**src/rtl/opfetch_pkg.sv**
```systemverilog
// Shared types and constants for the operand fetch stage: FSM states,
// opcodes that need an rs2 operand, and default widths.
package opfetch_pkg;

    localparam int XLEN_DEFAULT    = 32;
    localparam int RADDR_W_DEFAULT = 5;

    localparam logic [6:0] OPC_OP     = 7'b0110011;
    localparam logic [6:0] OPC_BRANCH = 7'b1100011;
    localparam logic [6:0] OPC_STORE  = 7'b0100011;

    typedef enum logic [1:0] {
        IDLE,
        RS2,
        CAP,
        VALID
    } state_t;

    function automatic logic reads_rs2(input logic [6:0] opcode);
        return (opcode == OPC_OP) || (opcode == OPC_BRANCH) || (opcode == OPC_STORE);
    endfunction

endpackage

```
**src/rtl/opfetch_opnd_reg.sv**
```systemverilog
// One operand capture register: x0 zeroing, writeback-over-regfile priority
// on capture, and writeback snooping while the operand is held.
module opfetch_opnd_reg
    import opfetch_pkg::*;
#(
    parameter int XLEN    = XLEN_DEFAULT,
    parameter int RADDR_W = RADDR_W_DEFAULT
) (
    input  logic               clk,
    input  logic               rst,
    input  logic               flush,
    input  logic               capture_en,
    input  logic               snoop_en,
    input  logic [RADDR_W-1:0] rs,
    input  logic [XLEN-1:0]    rf_dout,
    input  logic               wb_we,
    input  logic [RADDR_W-1:0] wb_addr,
    input  logic [XLEN-1:0]    wb_data,
    output logic [XLEN-1:0]    data
);

    logic rs_is_zero;
    logic wb_hit;

    assign rs_is_zero = (rs == '0);
    assign wb_hit     = wb_we && !rs_is_zero && (wb_addr == rs);

    // NOTE: sequential state uses non-blocking assignments so every flop
    // samples the pre-edge values, independent of evaluation order.
    always_ff @(posedge clk) begin
        if (rst || flush) begin
            data <= '0;
        end else if (capture_en) begin
            if (rs_is_zero)  data <= '0;
            else if (wb_hit) data <= wb_data;
            else             data <= rf_dout;
        end else if (snoop_en && wb_hit) begin
            data <= wb_data;
        end
    end

endmodule

```
**src/rtl/operand_fetch.sv**
```systemverilog
// Operand fetch stage: sequences rs1/rs2 reads through a single regfile read
// port and hands a complete operand bundle to EX. Optional macro
// OPFETCH_SKIP_RS2_EN lets opcodes without an rs2 operand skip the second read.
module operand_fetch
    import opfetch_pkg::*;
#(
    parameter int XLEN    = XLEN_DEFAULT,
    parameter int RADDR_W = RADDR_W_DEFAULT
) (
    input  logic               clk,
    input  logic               rst,
    input  logic               flush,
    input  logic               in_valid,
    output logic               in_ready,
    input  logic [31:0]        in_instr,
    input  logic [XLEN-1:0]    in_pc,
    output logic [RADDR_W-1:0] rf_read_addr,
    input  logic [XLEN-1:0]    rf_dout,
    input  logic               wb_we,
    input  logic [RADDR_W-1:0] wb_addr,
    input  logic [XLEN-1:0]    wb_data,
    output logic               out_valid,
    input  logic               out_ready,
    output logic [31:0]        out_instr,
    output logic [XLEN-1:0]    out_pc,
    output logic [XLEN-1:0]    out_rs1_data,
    output logic [XLEN-1:0]    out_rs2_data
);

    state_t             state;
    logic [31:0]        instr_q;
    logic [XLEN-1:0]    pc_q;
    logic               out_valid_q;
    logic [RADDR_W-1:0] held_rs1;
    logic [RADDR_W-1:0] held_rs2;
    logic [RADDR_W-1:0] rs2_sel;
    logic               skip_rs2;
    logic               accept;

    assign held_rs1 = instr_q[15 +: RADDR_W];
    assign held_rs2 = instr_q[20 +: RADDR_W];

`ifdef OPFETCH_SKIP_RS2_EN
    assign skip_rs2 = !reads_rs2(instr_q[6:0]);
`else
    assign skip_rs2 = 1'b0;
`endif

    // A skipped rs2 is presented as x0 so it captures zero and never snoops.
    assign rs2_sel = skip_rs2 ? '0 : held_rs2;

    // NOTE: every combinational output gets a default first so no path through
    // the case statement can leave it unassigned and infer a latch.
    always_comb begin
        in_ready     = 1'b0;
        rf_read_addr = held_rs2;
        case (state)
            IDLE: begin
                in_ready     = !flush;
                rf_read_addr = in_instr[15 +: RADDR_W];
            end
            VALID: begin
                in_ready     = out_ready && !flush;
                rf_read_addr = in_instr[15 +: RADDR_W];
            end
            default: ;
        endcase
    end

    assign accept = in_valid && in_ready;

    always_ff @(posedge clk) begin
        if (rst) begin
            state       <= IDLE;
            out_valid_q <= 1'b0;
            instr_q     <= '0;
            pc_q        <= '0;
        end else if (flush) begin
            state       <= IDLE;
            out_valid_q <= 1'b0;
        end else begin
            case (state)
                IDLE: begin
                    if (accept) begin
                        instr_q <= in_instr;
                        pc_q    <= in_pc;
                        state   <= RS2;
                    end
                end
                RS2: begin
                    if (skip_rs2) begin
                        state       <= VALID;
                        out_valid_q <= 1'b1;
                    end else begin
                        state <= CAP;
                    end
                end
                CAP: begin
                    state       <= VALID;
                    out_valid_q <= 1'b1;
                end
                VALID: begin
                    if (out_ready) begin
                        out_valid_q <= 1'b0;
                        if (accept) begin
                            instr_q <= in_instr;
                            pc_q    <= in_pc;
                            state   <= RS2;
                        end else begin
                            state <= IDLE;
                        end
                    end
                end
                default: state <= IDLE;
            endcase
        end
    end

    assign out_valid = out_valid_q;
    assign out_instr = instr_q;
    assign out_pc    = pc_q;

    opfetch_opnd_reg #(.XLEN(XLEN), .RADDR_W(RADDR_W)) u_rs1 (
        .clk        (clk),
        .rst        (rst),
        .flush      (flush),
        .capture_en (state == RS2),
        .snoop_en   ((state == CAP) || (state == VALID)),
        .rs         (held_rs1),
        .rf_dout    (rf_dout),
        .wb_we      (wb_we),
        .wb_addr    (wb_addr),
        .wb_data    (wb_data),
        .data       (out_rs1_data)
    );

    opfetch_opnd_reg #(.XLEN(XLEN), .RADDR_W(RADDR_W)) u_rs2 (
        .clk        (clk),
        .rst        (rst),
        .flush      (flush),
        .capture_en ((state == CAP) || ((state == RS2) && skip_rs2)),
        .snoop_en   (state == VALID),
        .rs         (rs2_sel),
        .rf_dout    (rf_dout),
        .wb_we      (wb_we),
        .wb_addr    (wb_addr),
        .wb_data    (wb_data),
        .data       (out_rs2_data)
    );

endmodule

```
**config.mk**
```make
export PLATFORM = sky130hd
export DESIGN_NAME = operand_fetch
export DESIGN_NICKNAME = d
export VERILOG_FILES = /design/src/rtl/opfetch_pkg.sv /design/src/rtl/opfetch_opnd_reg.sv /design/src/rtl/operand_fetch.sv
export SDC_FILE = /design/constraint.sdc
export NUM_CORES = 1
export LEC_CHECK = 0
export ABC_AREA = 1
export BUFFER_PORTS_ARGS = -buffer_cell sky130_fd_sc_hd__buf_2
export CAP_MARGIN = 20
export CELL_PAD_IN_SITES_DETAIL_PLACEMENT = 0
export CELL_PAD_IN_SITES_GLOBAL_PLACEMENT = 1
export CORE_MARGIN = 10
export CORE_UTILIZATION = 36
export CTS_CLUSTER_DIAMETER = 150
export DETAILED_ROUTE_END_ITERATION = 8
export MAX_ROUTING_LAYER = met4
export PLACE_DENSITY_LB_ADDON = 0.2
export SYNTH_ARGS = -nofsm -noshare
export SYNTH_HDL_FRONTEND = slang
export SYNTH_SLANG_ARGS = --single-unit
```
**constraint.sdc**
```tcl
create_clock -name clk -period 4.6 [get_ports clk]
set_input_delay 0.23 -clock clk [delete_from_list [all_inputs] [get_ports clk]]
set_output_delay 0.23 -clock clk [all_outputs]
set_load 0.02 [all_outputs]
```
==> flow_summary_export.csv, run 1 <==
group,metric,value,unit
outcome,status,"complete, no violations",
power_and_ir_drop,power.total,3.303,mW
sta,min_period,2.838,ns
logic_synthesis,synthTopCellsByCount,"nand2_1, nor2_1, nand3_1",
clocking,ctsLongestPathBuffers,2,
clocking,hold_buffers_post_cts,0,
placed_design,place_ws,1.821,ns
logic_synthesis,postSynthCellCount,1162,
placed_design,numPlacedInstances,1637,
power_and_ir_drop,power_frac_comb,0.214,
final_layout,stdcell_count,1671,
clocking,worstSkewPairLatency,0.43,ns
worst_setup_path,critical_path_required,4.90,ns
min_path,worstHoldPathCells,3,
logic_synthesis,synth-edff-count,0,
final_layout,syn_to_final_growth,28.89,%
sta,postLayoutSetupSlackWorst,1.762,ns
floorplan,floorplan.core_area,0.01959,sq mm
floorplan,rows,51,
flow_run,cap_viol_max_count,0,
sta,slew_limit_fails,0,
sta,hold_viol_final,0,
clocking,post-cts-setup-buffer-count,0,
routing,post_drt_wl_per_cell,16.45,um
final_layout,postLayoutCellArea,0.009306,sq mm
power_and_ir_drop,maximum_resistive_drop_on_vdd,0.0002570,V
grt,first_global_vias,7896,
sta,worst_slew_pin_slew,0.9211,ns
final_layout,finish.net_count,1535,
worst_setup_path,critical_path_arrival,3.13,ns
grt,grt_start_max_net_pins,75,
routing,vias_per_cell,4.716,
sta,grt_setup_unrepaired,"no",
power_and_ir_drop,p_sw,1.063,mW
logic_synthesis,synthMostInstantiatedCell,"nand2_1",
power_and_ir_drop,switching_share,0.3218,
min_path,worst_hold_check_path_type,"in -> reg",
floorplan,die_h,161.6,um
logic_synthesis,synth_area_per_cell,6.214,sq um
routing,drc,0,
logic_synthesis,synth_warnings,0,
sta,achievable-frequency,0.3524,GHz
logic_synthesis,synth_top_cell_by_area,"dfxtp_1",
routing,detail-route-antenna-nets,0,
routing,firstDrtPassIters,7,
floorplan,floorplan.initialDensity,0.3686,
floorplan,die_w,161.6,um
floorplan,ios,274,
logic_synthesis,share_of_synthesized_registers_carrying_an_async_set_or_reset,0,
worst_setup_path,setup.worst_path.end_class,"register",
worst_setup_path,path_class,"reg -> reg",
logic_synthesis,yosysSeqAreaShare,0.3632,
clocking,worst_setup_hold_path_clk_slew,0.07,ns
clocking,ctsRootBufferMaster,"clkbuf_16",
logic_synthesis,cell_area_after_technology_mapping,0.007221,sq mm
clocking,clock_tree.htree_level_count,4,
clocking,cts_tree,"yes",
routing,vias,7880,
logic_synthesis,synth.top_cell.area_share,0.3632,
power_and_ir_drop,clock_power_share,0.413,
placed_design,place_hpwl,19050,um
routing,drt_iter0_drc,386,
sta,slew-limit-headroom,0.3845,
worst_setup_path,worstSetupStartpointType,"register",
grt,antenna_found_initial,2,
worst_setup_path,cp_max_fo,64,
clocking,clock-sinks,131,
logic_synthesis,synth.top_cells.by_area,"dfxtp_1, nand2_1, nand3_1, nor2_1, inv_1",
clocking,cts-buffers-inserted,17,
floorplan,floorplan.die_area,0.02612,sq mm
sta,clock-skew-final,0.009835,ns
placed_design,finalWeightedCongestion,0.8254,
power_and_ir_drop,static-leakage-power,4.774,nW
worst_setup_path,logic_depth_of_the_worst_register_to_register_path,7,
sta,final.setup.tns,0,ns
power_and_ir_drop,power_per_cell_area,354.9,mW/mm^2
sta,finalSetupViolations,0,
logic_synthesis,postSynthRegisterBits,131,
clocking,number_of_gates_given_a_new_drive_strength_after_cts,0,
placed_design,dpl-instance-area,0.008718,sq mm
routing,detail_route.wirelength,27480,um
logic_synthesis,synthesis.nets,1306,
placed_design,portBuffers,273,
sta,final_min_period_over_clock_period,0.6169,
power_and_ir_drop,power.internal,2.240,mW
power_and_ir_drop,power.share.sequential,0.373,
logic_synthesis,yosys.cell_types.count,25,
final_layout,drive_gt1_frac,0.2350,
grt,grt.total_usage,0.2092,
logic_synthesis,leading_register_cell_type_out_of_synthesis,"dfxtp_1",
grt,globalRouteOverflowTotal,0,
grt,first_pass_grt_wire_length,43060,um
[cells in the final DEF, fill, tap and decap left out]
cell type   synthesis  layout
clkinv_4            0       4
clkbuf_16           0      17
nor2_4              3       6
clkinv_2            0       2
nand3b_1           32      32
inv_2               3       3
a211oi_1           10      10
nor2_1            148     147
o21ai_0             8       8
bufinv_16           0       2
dfxtp_1           131     131
inv_6               0       3
nand4_1             2       2
o211ai_1            1       1
nand3_4             1       1
nand2_1           356     356
buf_16              0       1
ha_1                5       5
buf_4               3      12
nand3_1           133     132
a22oi_1             1       1
nand3_2             1       2
a21oi_1            90      90
o21bai_1           32      32
nand2_2             1       1
buf_2              29     273
inv_1             126     126
clkinvlp_4          0       3
diode_2             0       2
clkbuf_1           35       1
[kinds of logic after synthesis]
logic type / Yosys count / synth area share
simple gates: 679 / 0.4003
compound gates: 142 / 0.1137
fa+ha+maj: 5 / 0.008664
flops: 131 / 0.3632
buf+inv: 205 / 0.1142
[area by class of cell]
class                      instances  area, sq um
sequential                       131         2623
antenna                            2        5.005
clock buffer                      18        429.2
timing repair buffer             286         1484
fill                            2121        10280
inverter                         129        484.2
multi-input combinational        826         3796
clock inverter                    14        153.9
tap                              265        331.6
[metal layers]
layer | up-vias | GRT usage | wire length (um)
li1 | 4101 | - | -
met1 | 3473 | 0.2523 | 11830
met2 | 280 | 0.3241 | 12630
met3 | 26 | 0.07524 | 2579
met4 | 0 | 0.05707 | 437
met5 | - | - | 0
[stage by stage]
step	hold slack [ns]	util
after global placement	0.4482	0.4436
after CTS	0.03000	0.4748
after global routing	0.03643	0.4751
final	0.04217	0.4751
after detailed placement	0.4517	0.4450
after floorplan	0.3731	-
[critical path, stage by stage, from the launching register on]
cell,delay [ns]
dfxtp_1,0.35
inv_1,0.10
nand2_1,0.08
nand3_1,0.12
nor2_4,0.73
nand3_4,0.81
o21bai_1,0.39
a21oi_1,0.10
[registers in the layout (all words and copies together), names as in the netlist]
name        count
out_instr      32
out_pc         32
out_valid       1
state           2
u_rs1.data     32
u_rs2.data     32
[power groups by stage]
stage               Combinational [mW]  Clock [mW]  Sequential (mW)
floorplan                        0.382           0             1.33
global placement                 0.711           0             1.26
detailed placement               0.712           0             1.26
CTS                              0.716        1.39             1.23
global route                     0.790        1.45             1.24
finish                           0.706        1.36             1.23
[final timing paths]
| check | startpoint | slack [ns] | end |
|---|---|---|---|
| worst max register to register | out_instr[20] | 1.76 | u_rs2.data[19] |
| worst min register to register | out_pc[16] | 0.46 | out_pc[16] |
| worst max-delay path | out_instr[20] | 1.76 | u_rs2.data[19] |
| worst min-delay path | in_pc[29] | 0.04 | out_pc[29] |
Note: power is estimated with default switching activity, not from simulation.
==> run 2: changes to the inputs <==
- CORE_UTILIZATION: 36 -> 33
- clock period: 4.6 -> 3 ns (I/O delays scaled with it)
==> flow_summary_export.csv, run 2 (same netlist as run 1, synthesis figures left out) <==
group,metric,value,unit
outcome,status,"complete, no violations",
power_and_ir_drop,p_sw,1.780,mW
grt,grt_start_max_net_pins,75,
routing,detail_route.wirelength,29220,um
sta,final_min_period_over_clock_period,0.7717,
clocking,clock_tree.htree_level_count,4,
final_layout,mostFrequentLayoutCells,"nand2_1, buf_2, nor2_1",
worst_setup_path,worst_path_most_repeated_cell,"nand2_1",
floorplan,die_h,167.9,um
min_path,worst_hold_check_path_type,"in -> reg",
routing,vias_per_cell,4.700,
final_layout,fillCellCount,2310,
placed_design,dpl-instance-area,0.008787,sq mm
placed_design,place_ws,0.7187,ns
placed_design,finalWeightedCongestion,0.8430,
power_and_ir_drop,static-leakage-power,5.061,nW
final_layout,final_common_cell,"nand2_1",
worst_setup_path,crit_path_top_delay_cell,"nand3_4",
power_and_ir_drop,clock_power_share,0.406,
sta,clock-skew-final,0.01117,ns
final_layout,multi_input_comb_area,0.003796,sq mm
clocking,cts_tree,"yes",
sta,min_period,2.315,ns
floorplan,floorplan.die_area,0.02820,sq mm
sta,slew-limit-headroom,0.4523,
placed_design,portBuffers,273,
min_path,worstHoldPathCells,3,
floorplan,die_w,167.9,um
clocking,ctsLongestPathBuffers,2,
routing,firstDrtPassIters,5,
floorplan,rows,54,
flow_run,cap_viol_max_count,0,
worst_setup_path,timing.critical_path.slowest_cell_delay,0.67,ns
sta,postLayoutSetupSlackWorst,0.6848,ns
worst_setup_path,critical_path_arrival,2.62,ns
power_and_ir_drop,power.total,5.157,mW
power_and_ir_drop,maximum_resistive_drop_on_vdd,0.0004136,V
power_and_ir_drop,power_per_cell_area,517.4,mW/mm^2
power_and_ir_drop,power.internal,3.376,mW
worst_setup_path,cp_max_fo,64,
clocking,cts-buffers-inserted,17,
clocking,worst_setup_hold_path_clk_slew,0.07,ns
final_layout,postLayoutCellArea,0.009966,sq mm
power_and_ir_drop,power_frac_comb,0.227,
clocking,ctsRootBufferMaster,"clkbuf_16",
worst_setup_path,worstPathCellList,"inv_1, nand2_1, nand2_1, inv_1, nand2_1, nor2_4, nand3_4, o21bai_1, a21oi_1",
worst_setup_path,setup.worst_path.end_class,"register",
sta,achievable-frequency,0.4319,GHz
grt,antenna_found_initial,6,
grt,globalRouteOverflowTotal,0,
grt,grt.total_usage,0.2065,
floorplan,floorplan.core_area,0.02169,sq mm
routing,drc,0,
routing,drt_iter0_drc,510,
worst_setup_path,logic_depth_of_the_worst_register_to_register_path,9,
final_layout,syn_to_final_growth,38.02,%
sta,slew_limit_fails,0,
grt,first_global_vias,8487,
sta,worst_slew_pin_slew,0.8187,ns
routing,post_drt_wl_per_cell,16.66,um
power_and_ir_drop,power.share.sequential,0.367,
clocking,number_of_gates_given_a_new_drive_strength_after_cts,0,
final_layout,drive_gt1_frac,0.2296,
sta,finalSetupViolations,0,
grt,first_pass_grt_wire_length,46110,um
clocking,worstSkewPairLatency,0.43,ns
min_path,timing.hold.worst.start,"in_instr[16]",
power_and_ir_drop,switching_share,0.3453,
worst_setup_path,reg2reg_from,"out_instr[23]",
worst_setup_path,worstSetupStartpointType,"register",
floorplan,ios,274,
worst_setup_path,timing.critical_path.from,"out_instr[23]",
worst_setup_path,path_class,"reg -> reg",
floorplan,floorplan.initialDensity,0.3329,
placed_design,place_hpwl,19630,um
worst_setup_path,critical_path_required,3.31,ns
sta,grt_setup_unrepaired,"no",
clocking,clock-sinks,131,
sta,hold_viol_final,0,
sta,final.setup.tns,0,ns
final_layout,finish.net_count,1599,
routing,vias,8243,
routing,detail-route-antenna-nets,0,
final_layout,layout.area.seq,0.002623,sq mm
==> run 2: cell types whose count changed in the layout (fill, tap and decap cells not counted), sizes merged, moves of 3 or more <==
cell         previous run  this run
dlygate4sd3             0        58
inv                   132       141
buf                   286       292
diode                   2         6
clkinv                  6         3
clkinvlp                3         0
==> run 2: layer usage <==
layer / GRT usage / share of wire / vias up
li1: - / - / 4236
met1: 0.2494 / 0.45 / 3707
met2: 0.3275 / 0.47 / 282
met3: 0.06286 / 0.073 / 18
met4: 0.05640 / 0.010 / 0
met5: - / 0 / -
==> run 2: worst paths after layout <==
check	endpoint	slack, ns
max	u_rs2.data[30]	0.68
min	out_instr[16]	0.02
max reg2reg	u_rs2.data[30]	0.68
min reg2reg	out_instr[2]	0.46
==> run 2: repair_timing <==
item                                    in CTS  in global routing
hold buffers                                58                  0
endpoints found under the hold margin       58                  0
endpoints found under the setup margin       0                  0
buffers inserted                             0                  0
==> run 2: critical path: cells and delay by family (launching register included) <==
family / cells / cell delay, ns
flops: 1 / 0.36
simple gates: 5 / 1.21
buf+inv: 2 / 0.13
compound gates: 2 / 0.47
==> run 2: layout make-up <==
cell class                 count  share of cell area
timing repair buffer         350              0.2122
tap                          280             0.03515
sequential                   131              0.2632
clock inverter                15             0.01582
clock buffer                  17             0.04269
antenna                        6            0.001507
multi-input combinational    826              0.3809
inverter                     129             0.04859
==> run 2: power groups by stage <==
stage               logic (mW)  registers, mW  clock network [mW]
floorplan                0.585           2.04                   0
global placement          1.11           1.93                   0
detailed placement        1.11           1.93                   0
CTS                       1.18           1.89                2.15
global route              1.30           1.90                2.23
finish                    1.17           1.89                2.10
==> run 2: stage by stage <==
step	instances	hold WS, ns	utilization
floorplan	1162	0.2931	-
global placement	1658	0.3996	0.4052
detailed placement	1658	0.4040	0.4052
CTS	1748	0.003376	0.4588
global route	1754	0.01619	0.4595
finish	1754	0.02320	0.4595
